[config.mk]
export PLATFORM = sky130hd
export DESIGN_NAME = pwm_compare_flat
export DESIGN_NICKNAME = d
export VERILOG_FILES = /design/src/rtl/pwm_compare_if.sv /design/src/rtl/pwm_compare.sv /design/src/flat_wrapper.sv
export SDC_FILE = /design/constraint.sdc
export NUM_CORES = 1
export LEC_CHECK = 0
export CORE_MARGIN = 5
export CORE_UTILIZATION = 49
export CTS_BUF_LIST = sky130_fd_sc_hd__clkbuf_4 sky130_fd_sc_hd__clkbuf_8 sky130_fd_sc_hd__clkbuf_16
export CTS_CLUSTER_DIAMETER = 60
export DETAILED_ROUTE_END_ITERATION = 8
export MAX_ROUTING_LAYER = met4
export PLACE_DENSITY_LB_ADDON = 0.3
export SLEW_MARGIN = 20
export SYNTH_ARGS = -nofsm -noshare
export SYNTH_HDL_FRONTEND = slang
export SYNTH_SLANG_ARGS = --single-unit
[constraint.sdc]
create_clock -name clk -period 4.2 [get_ports clk]
set_input_delay 0.63 -clock clk [delete_from_list [all_inputs] [get_ports clk]]
set_output_delay 0.63 -clock clk [all_outputs]
set_load 0.02 [all_outputs]
[src/rtl/pwm_compare_if.sv]
`default_nettype none
// ============================================================================
// Module      : pwm_compare_if
// Description : Duty-value handshake bundle (valid/ready + data) between a
//               duty-cycle source (master) and pwm_compare (slave).
// Revision    : 1.0 - initial release
// ============================================================================
interface pwm_compare_if #(
    parameter int WIDTH = 4
);
    logic             duty_valid;
    logic [WIDTH:0]   duty_data;
    logic             duty_ready;

    modport master (
        output duty_valid,
        output duty_data,
        input  duty_ready
    );

    modport slave (
        input  duty_valid,
        input  duty_data,
        output duty_ready
    );
endinterface : pwm_compare_if
`default_nettype wire

[src/rtl/pwm_compare.sv]
`default_nettype none
// ============================================================================
// Module      : pwm_compare
// Description : Compares an upstream free-running count against a
//               double-buffered duty value and drives a registered PWM
//               output plus a registered period-wrap pulse. New duty values
//               are taken over a valid/ready handshake into a one-deep
//               pending buffer and only become active on a wrap, so the
//               output never glitches mid-period.
//               Optional feature macro: PWM_COMP_OUT_EN - adds a
//               complementary output pwm_n with DEADTIME-cycle dead-time.
//               Without it pwm_n is tied low.
// Revision    : 1.0 - initial release
// ============================================================================
module pwm_compare #(
    parameter int WIDTH     = 4,
    parameter int DUTY_INIT = 8,
    parameter int DEADTIME  = 2
) (
    input  wire logic             clk,
    input  wire logic             rst,
    input  wire logic [WIDTH-1:0] count,
    pwm_compare_if.slave          duty_if,
    output logic                  pwm_out,
    output logic                  pwm_n,
    output logic                  wrap_pulse,
    output logic [WIDTH:0]        duty_active
);

    localparam logic [WIDTH:0] c_DUTY_MAX  = (WIDTH+1)'(2**WIDTH);
    localparam logic [WIDTH:0] c_DUTY_INIT = (WIDTH+1)'(DUTY_INIT);

    typedef enum logic [0:0] {
        ST_EMPTY = 1'b0,
        ST_FULL  = 1'b1
    } state_t;

    state_t           r_state;
    logic [WIDTH-1:0] r_prev_count;
    logic [WIDTH:0]   r_pending;
    logic [WIDTH:0]   r_duty_active;
    logic             r_pwm_out;
    logic             r_wrap_pulse;

    logic             w_wrap;
    logic             w_accept;
    logic             w_apply;
    logic [WIDTH:0]   w_duty_sat;
    logic [WIDTH:0]   w_duty_eff;
    logic             w_pwm_next;

    // A count that goes backwards marks a new period: either the natural
    // rollover or an upstream counter reset part-way through a period.
    assign w_wrap     = (count < r_prev_count);
    assign w_accept   = duty_if.duty_valid && (r_state == ST_EMPTY);
    assign w_apply    = (r_state == ST_FULL) && w_wrap;
    assign w_duty_sat = (duty_if.duty_data > c_DUTY_MAX) ? c_DUTY_MAX
                                                         : duty_if.duty_data;
    // The duty swapped in on a wrap must already govern that wrap's compare,
    // otherwise the first bit of the new period would use the old duty.
    assign w_duty_eff = w_apply ? r_pending : r_duty_active;
    assign w_pwm_next = ({1'b0, count} < w_duty_eff);

    // Pending-buffer FSM: EMPTY accepts one value, FULL waits for a wrap.
    always_ff @(posedge clk) begin
        if (rst) begin
            r_state       <= ST_EMPTY;
            r_pending     <= '0;
            r_duty_active <= c_DUTY_INIT;
        end else begin
            case (r_state)
                ST_EMPTY: begin
                    if (w_accept) begin
                        r_pending <= w_duty_sat;
                        r_state   <= ST_FULL;
                    end
                end
                ST_FULL: begin
                    if (w_wrap) begin
                        r_duty_active <= r_pending;
                        r_state       <= ST_EMPTY;
                    end
                end
                default: r_state <= ST_EMPTY;
            endcase
        end
    end

    // Registered compare output, wrap pulse and previous-count history.
    always_ff @(posedge clk) begin
        if (rst) begin
            r_prev_count <= '0;
            r_pwm_out    <= 1'b0;
            r_wrap_pulse <= 1'b0;
        end else begin
            r_prev_count <= count;
            r_pwm_out    <= w_pwm_next;
            r_wrap_pulse <= w_wrap;
        end
    end

    assign duty_if.duty_ready = (r_state == ST_EMPTY);
    assign pwm_out            = r_pwm_out;
    assign wrap_pulse         = r_wrap_pulse;
    assign duty_active        = r_duty_active;

`ifdef PWM_COMP_OUT_EN
    localparam int                c_DT_W    = (DEADTIME > 0) ? $clog2(DEADTIME + 1) : 1;
    localparam logic [c_DT_W-1:0] c_DT_LOAD = c_DT_W'(DEADTIME);
    localparam logic [c_DT_W-1:0] c_DT_ONE  = c_DT_W'(1);

    logic [c_DT_W-1:0] r_dt_cnt;
    logic              r_pwm_n;
    logic              w_edge;

    // Edges are seen on the next-value of pwm_out so pwm_n can drop in the
    // same cycle pwm_out rises; only pwm_n is delayed, pwm_out is untouched.
    assign w_edge = (w_pwm_next != r_pwm_out);

    // Complementary output: drop at once, rise only after DEADTIME quiet cycles.
    always_ff @(posedge clk) begin
        if (rst) begin
            r_dt_cnt <= '0;
            r_pwm_n  <= 1'b0;
        end else if (w_edge) begin
            r_dt_cnt <= c_DT_LOAD;
            r_pwm_n  <= (DEADTIME == 0) ? ~w_pwm_next : 1'b0;
        end else if (r_dt_cnt != '0) begin
            r_dt_cnt <= r_dt_cnt - c_DT_ONE;
            r_pwm_n  <= (r_dt_cnt == c_DT_ONE) ? ~w_pwm_next : 1'b0;
        end else begin
            r_pwm_n  <= ~w_pwm_next;
        end
    end

    assign pwm_n = r_pwm_n;
`else
    // A negative dead-time has no meaning; nothing is built either way.
    if (DEADTIME < 0) begin : g_deadtime_unused
    end

    assign pwm_n = 1'b0;
`endif

endmodule : pwm_compare
`default_nettype wire
[src/flat_wrapper.sv]
// flat-port wrapper written by rule: the top's interface ports become plain ports
module pwm_compare_flat 
#(
    parameter int WIDTH     = 4,
    parameter int DUTY_INIT = 8,
    parameter int DEADTIME  = 2
)
  (clk, rst, count, pwm_out, pwm_n, wrap_pulse, duty_active, duty_if_duty_valid, duty_if_duty_data, duty_if_duty_ready);
  pwm_compare_if #(.WIDTH(WIDTH)) duty_if_i ();
  input  wire logic clk;
  input  wire logic rst;
  input  wire logic [WIDTH-1:0] count;
  output logic pwm_out;
  output logic pwm_n;
  output logic wrap_pulse;
  output logic [WIDTH:0] duty_active;
  input wire logic [$bits(duty_if_i.duty_valid)-1:0] duty_if_duty_valid;
  input wire logic [$bits(duty_if_i.duty_data)-1:0] duty_if_duty_data;
  output wire logic [$bits(duty_if_i.duty_ready)-1:0] duty_if_duty_ready;
  assign duty_if_i.duty_valid = duty_if_duty_valid;
  assign duty_if_i.duty_data = duty_if_duty_data;
  assign duty_if_duty_ready = duty_if_i.duty_ready;
  pwm_compare #(.WIDTH(WIDTH), .DUTY_INIT(DUTY_INIT), .DEADTIME(DEADTIME)) u_core (.clk(clk), .rst(rst), .count(count), .duty_if(duty_if_i), .pwm_out(pwm_out), .pwm_n(pwm_n), .wrap_pulse(wrap_pulse), .duty_active(duty_active));
endmodule
==> results of run 1 <==
-- worst max-delay path, delay by kind of cell --
family	cells	cell delay (ns)
AO/OA/AOI/OAI	5	1.03
multiplexers	1	0.29
buffers and inverters	1	0.44
AND/OR/NAND/NOR	1	0.22
adder cells (fa/ha/maj)	2	0.61
-- through the flow --
| step | cell area (sq um) | util | hold WS (ns) |
|---|---|---|---|
| 6_report | 993 | 0.667 | 0.463 |
| 3_5_place_dp | 963 | 0.647 | 0.450 |
| 3_3_place_gp | 963 | 0.647 | 0.444 |
| 5_1_grt | 993 | 0.667 | 0.491 |
| 4_1_cts | 993 | 0.667 | 0.463 |
| 2_1_floorplan | 768 | - | 0.431 |
-- sequential cells by signal, indices dropped and copies added (netlist names) --
name,cells
u_core.pwm_out,1
u_core.wrap_pulse,1
u_core.r_prev_count,4
u_core.r_pending,5
u_core.r_state,1
u_core.duty_active,5
-- area by class of cell --
class,instances,area [sq um],share of cell area
Tap cell,16,20.0,0.0202
Timing Repair Buffer,19,190,0.191
Sequential cell,17,340,0.343
Inverter,5,18.8,0.0189
Multi-Input combinational cell,54,394,0.397
Clock buffer,4,30.0,0.0302
-- worst max path at each step --
stage	start	to	slack (ns)	cells past startpoint
floorplan	count[3]	u_core.pwm_out$_SDFF_PP0_	1.57	9
global placement	count[3]	u_core.pwm_out$_SDFF_PP0_	0.91	10
detailed placement	count[3]	u_core.pwm_out$_SDFF_PP0_	0.90	10
CTS	count[3]	u_core.pwm_out$_SDFF_PP0_	1.17	10
global route	count[3]	u_core.pwm_out$_SDFF_PP0_	0.98	10
finish	count[3]	u_core.pwm_out$_SDFF_PP0_	1.17	10
-- logic make-up (layout without fill, tap and decap cells) --
| logic type | after synthesis | in the layout | synth area share |
|---|---|---|---|
| AO/OA/AOI/OAI | 14 | 14 | 0.147 |
| adder cells (fa/ha/maj) | 6 | 6 | 0.0977 |
| buffers and inverters | 8 | 28 | 0.0440 |
| flip-flops | 17 | 17 | 0.443 |
| multiplexers | 5 | 5 | 0.0651 |
| other | 1 | 1 | 0.00488 |
| AND/OR/NAND/NOR | 28 | 28 | 0.199 |
-- per-layer routing --
| metal | track usage | up-vias | wire, um |
|---|---|---|---|
| met5 | - | - | 0 |
| met4 | 0.0524 | 0 | 24 |
| met3 | 0.0422 | 4 | 72 |
| met2 | 0.197 | 14 | 686 |
| met1 | 0.155 | 272 | 664 |
| li1 | - | 311 | - |
-- power breakdown --
part           switching [mW]  internal [mW]
sequential            0.00430          0.170
combinational          0.0321         0.0334
clock                  0.0485         0.0433
total                  0.0850          0.247
-- placed cells by master, fill, tap and decap left out --
master            n
a211oi_1          2
a21oi_1           6
and3b_1           1
clkbuf_4          4
clkdlybuf4s50_1  19
conb_1            1
dfxtp_1          17
ha_1              6
inv_1             5
mux2i_1           5
nand2_1           8
nand2b_1          1
nand3b_1          4
nor2_1            6
nor2b_1           5
nor3_1            1
nor3b_2           1
o211ai_2          1
o211ai_4          1
o21a_1            1
o21ai_0           2
o32ai_2           1
or2_2             1
==> results.cfg, run 1 <==
[status]
status = finished, final reports clean

[sta]
fin_crit_ns = 3.03
finalHoldViolCount = 0
period_share = 0.721
finalMaxSlewViolations = 0
tightestPinTransition_ns = 0.666
max_freq_ghz = 0.330
rsz0062_at_grt = false
relSlewSlack = 0.555
fin_setup_tns_ns = 0
setup_viol_count_final = 0
setup_ws_ns = 1.17
fin_worst_skew_ns = 0.00244

[clock_tree]
clock_latency_ns = 0.28
clk_pin_slew_ns = 0.09
tritoncts = done
ctsResizeCount = 0
cts_hold_buf = 0
cts_buffers = 3
cts.sinks = 17
cts_root_buf = clkbuf_4
ctsLongestPathBuffers = 2
htree_levels = 1
post-cts-setup-buffer-count = 0

[worst_setup_path]
cp.arrival_ns = 3.23
r2r_start = u_core.r_prev_count[3]$_SDFF_PP0_
path_class = in2reg
rr_worst_depth = 10
crit_path_start_kind = primary input
ff2ff_setup_slack_ns = 1.64
cp_max_fo = 8
worstReg2RegEnd = u_core.pwm_out$_SDFF_PP0_
crit_path_top_delay_cell = clkdlybuf4s50_1
crit_chain = clkdlybuf4s50_1 -> ha_1 -> o211ai_2 -> o211ai_4 -> mux2i_1 -> ha_1 -> o21a_1 -> o21ai_0 -> and3b_1 -> o32ai_2
slowest_delay_ns = 0.44
critPathRequiredTime_ns = 4.40
end_kind = flop
critPathMostFrequentCell = ha_1

[final_layout]
stdcell_count = 115
diodes = 0
drive_above_1_share = 0.0909
fill_cells = 126
syn_to_final_growth_pct = 29.3
layout.nets = 118

[synth]
yosysTopAreaCell = dfxtp_1
synth_flop_cell = dfxtp_1
synth_cells = 79
ys_seq_elements = 17
synth_area_leaders = dfxtp_1 (44%), ha_1 (9.8%), mux2i_1 (6.5%), nor2b_1 (4.1%), a21oi_1 (3.9%)
synth_common_cells = dfxtp_1 (17), nand2_1 (8), a21oi_1 (6), ha_1 (6), nor2_1 (6)
ys_seq_area_frac = 0.443
syn_avg_cell_area_sq_um = 9.72
yosysMostFrequentCell = dfxtp_1
async_flop_share = 0
synth_nets = 97
synth_edf_count = 0
synth_area_sq_um = 768
yosysWarnings = 0
synth_top_area_frac = 0.443
synth_cell_types = 23

[power]
peakVddDrop_uv = 232
p_leak_nw = 0.419
cellPowerDensity_mw_per_mm2 = 334
fin_total_pwr_uw = 331

[detailed_routing]
drt_iter0_markers = 4
antenna_left = 0
wirelength_um = 1450
drt_first_pass_iters = 2
routedWlPerCell_um = 12.6
drc = 0
vias = 601
viasPerCell = 5.23

[placed_design]
place.gp.congestion = 0.806
port_buffers = 19
place_inst = 111
place_ws_ns = 0.904
post-dp-hpwl_um = 1140

[floorplan]
dieArea_sq_mm = 0.00246
initial_utilization = 0.516
io_pins = 21
core_area_sq_mm = 0.00149
row_count = 14
dieWidth_um = 49.6
die_h_um = 49.6

[worst_hold_path]
worstHoldEndpoint = u_core.r_pending[2]$_SDFFE_PP0P_
hp-start = u_core.r_pending[2]$_SDFFE_PP0P_
hp-class = reg2reg
min_path_cells = 2

[grt]
antenna_found_initial = 0
grt_first_pass_wirelength_um = 2450
track_usage = 0.129
grt_max_degree = 19
grt_overflow = 0
grt_pass1_vias = 582

[run]
cap_violations = 0
No activity file was read; power rests on OpenSTA's default activity.
==> run 2: changes to the inputs <==
- CORE_UTILIZATION: 49 -> 45
- clock period: 4.2 -> 2.9 ns (I/O delays scaled with it)
==> run 2 against run 1 <==
  * Routed wire length up 7.4%
  * Critical path depth is the same
  * Non-clock buffer count rose by 6
  * Worst hold slack gained 0.0047 ns
  * Final area grew 5.2%
  * Power grew 44%
  * Sequential power is 45% higher
  * Count of clock-buffer cells in the layout is 1 lower
  * Largest cell class unchanged
  * Highest routed layer unchanged
==> results.cfg, run 2 (synthesized netlist as in run 1, its figures left out) <==
[status]
status = finished, final reports clean

[worst_setup_path]
cp.arrival_ns = 2.90
crit_chain = clkdlybuf4s50_1 -> ha_1 -> o211ai_2 -> o211ai_4 -> mux2i_2 -> ha_1 -> a211oi_1 -> nand2_1 -> and3b_1 -> o32ai_2
slowest_delay_ns = 0.44
ff2ff_setup_slack_ns = 0.46
path_class = in2reg
worstReg2RegEnd = u_core.pwm_out$_SDFF_PP0_
end_kind = flop
crit_end = u_core.pwm_out$_SDFF_PP0_
crit_path_start_kind = primary input
crit_path_top_delay_cell = clkdlybuf4s50_1
path_depth = 10
crit_family = compound AO/OA/AOI/OAI gates
critPathRequiredTime_ns = 3.10
r2r_start = u_core.r_prev_count[3]$_SDFF_PP0_
path_buf_inv = 1
rr_worst_depth = 10
crit_path_start = count[3]
critPathMostFrequentCell = ha_1
cp_max_fo = 3

[grt]
grt_overflow = 0
grt_first_pass_wirelength_um = 2730
track_usage = 0.141
grt_pass1_vias = 640
antenna_found_initial = 0
grt_max_degree = 19

[detailed_routing]
wirelength_um = 1550
drt_first_pass_iters = 2
m1WireLength_um = 653
vias = 622
dr.max_layer_used = met4
drt_iter0_markers = 3
drc = 0
wl_met2_um = 777
viasPerCell = 5.10
met3_length_um = 105
antenna_left = 0
routedWlPerCell_um = 12.7

[floorplan]
core_area_sq_mm = 0.00167
dieArea_sq_mm = 0.00263
dieWidth_um = 51.3
die_h_um = 51.3
io_pins = 21
initial_utilization = 0.460
row_count = 15

[placed_design]
place.gp.congestion = 0.737
post-dp-hpwl_um = 1210
place_area_sq_mm = 0.00101
place_inst = 118
port_buffers = 19
place_ws_ns = -0.0749

[final_layout]
area.sequential_sq_um = 340
layout_commonest_cell = clkdlybuf4s50_1
stdcell_count = 122
syn_to_final_growth_pct = 36.0
utilization = 0.625
diodes = 0
fin_area_sq_mm = 0.00104
final_cell_mix = clkdlybuf4s50_1 (19), dfxtp_1 (17), nand2_1 (8)
layout.nets = 124
fill_cells = 143
drive_above_1_share = 0.162
multiInputGateArea_sq_um = 402

[sta]
setup_ws_ns = 0.200
finalMaxSlewViolations = 0
period_share = 0.931
hold_ws_ns = 0.468
max_freq_ghz = 0.370
rsz0062_at_grt = false
fin_worst_skew_ns = 0.00344
setup_viol_count_final = 0
fin_crit_ns = 2.70
fin_setup_tns_ns = 0
finalHoldViolCount = 0

[clock_tree]
tritoncts = done
htree_levels = 1
clock_latency_ns = 0.28
cts.sinks = 17
ctsLongestPathBuffers = 2
clk_pin_slew_ns = 0.10
cts_root_buf = clkbuf_4
post-cts-setup-buffer-count = 0
cts_buffers = 3

[power]
fin_total_pwr_uw = 478
cellPowerDensity_mw_per_mm2 = 457
p_leak_nw = 0.441
peakVddDrop_uv = 260

[worst_hold_path]
hp-class = reg2reg

[run]
cap_violations = 0
[run 2: changes by cell type in the layout (fill, tap and decap cells not counted), sizes merged]
| cell | previous run | this run |
|---|---|---|
| buf | 0 | 6 |
| clkbuf | 4 | 3 |
| clkinv | 0 | 1 |
[run 2: worst register-to-register path, delay by kind of cell (launching register included)]
family                   cells  cell delay [ns]
buffers and inverters        1             0.04
multiplexers                 1             0.29
AND/OR/NAND/NOR              2             0.26
flip-flops                   1             0.33
AO/OA/AOI/OAI                4             0.84
adder cells (fa/ha/maj)      2             0.59
[run 2: power by group]
part	internal (mW)	switching, mW
Combinational	0.0542	0.0477
Sequential	0.246	0.00691
Clock	0.0511	0.0720
Total	0.351	0.127
[run 2: cell type report]
class / count / area share
clock buffers: 3 / 0.0216
well taps: 17 / 0.0204
repair buffers: 25 / 0.225
clock inverters: 1 / 0.00479
multi-input cells: 54 / 0.384
flip-flops and latches: 17 / 0.326
inverters: 5 / 0.0180
[run 2: worst min path at each step]
stage | startpoint | cells past startpoint | to
after floorplan | u_core.r_pending[1]$_SDFFE_PP0P_ | 2 | u_core.r_pending[1]$_SDFFE_PP0P_
after global placement | u_core.r_pending[1]$_SDFFE_PP0P_ | 2 | u_core.r_pending[1]$_SDFFE_PP0P_
after detailed placement | u_core.r_pending[2]$_SDFFE_PP0P_ | 2 | u_core.r_pending[2]$_SDFFE_PP0P_
after CTS | u_core.r_pending[3]$_SDFFE_PP0P_ | 2 | u_core.r_pending[3]$_SDFFE_PP0P_
after global routing | u_core.r_pending[3]$_SDFFE_PP0P_ | 2 | u_core.r_pending[3]$_SDFFE_PP0P_
final | u_core.r_pending[3]$_SDFFE_PP0P_ | 2 | u_core.r_pending[3]$_SDFFE_PP0P_
[run 2: what timing repair did]
action | 4_1_cts | 5_1_grt
endpoints found under the hold margin | 0 | 0
gates resized for setup | 0 | 2
setup endpoints to repair | 0 | 1
hold buffers | 0 | 0
[run 2: routing by layer]
layer,track usage,vias to the layer above
met5,-,-
met3,0.0350,2
met4,0.0393,0
met1,0.150,287
li1,-,319
met2,0.260,14
==> run 3: changes to the inputs <==
- ABC_CLOCK_PERIOD_IN_PS: unset -> 2900
==> results of run 3 <==
The final DEF is identical to that of run 2; final timing and power are the same.
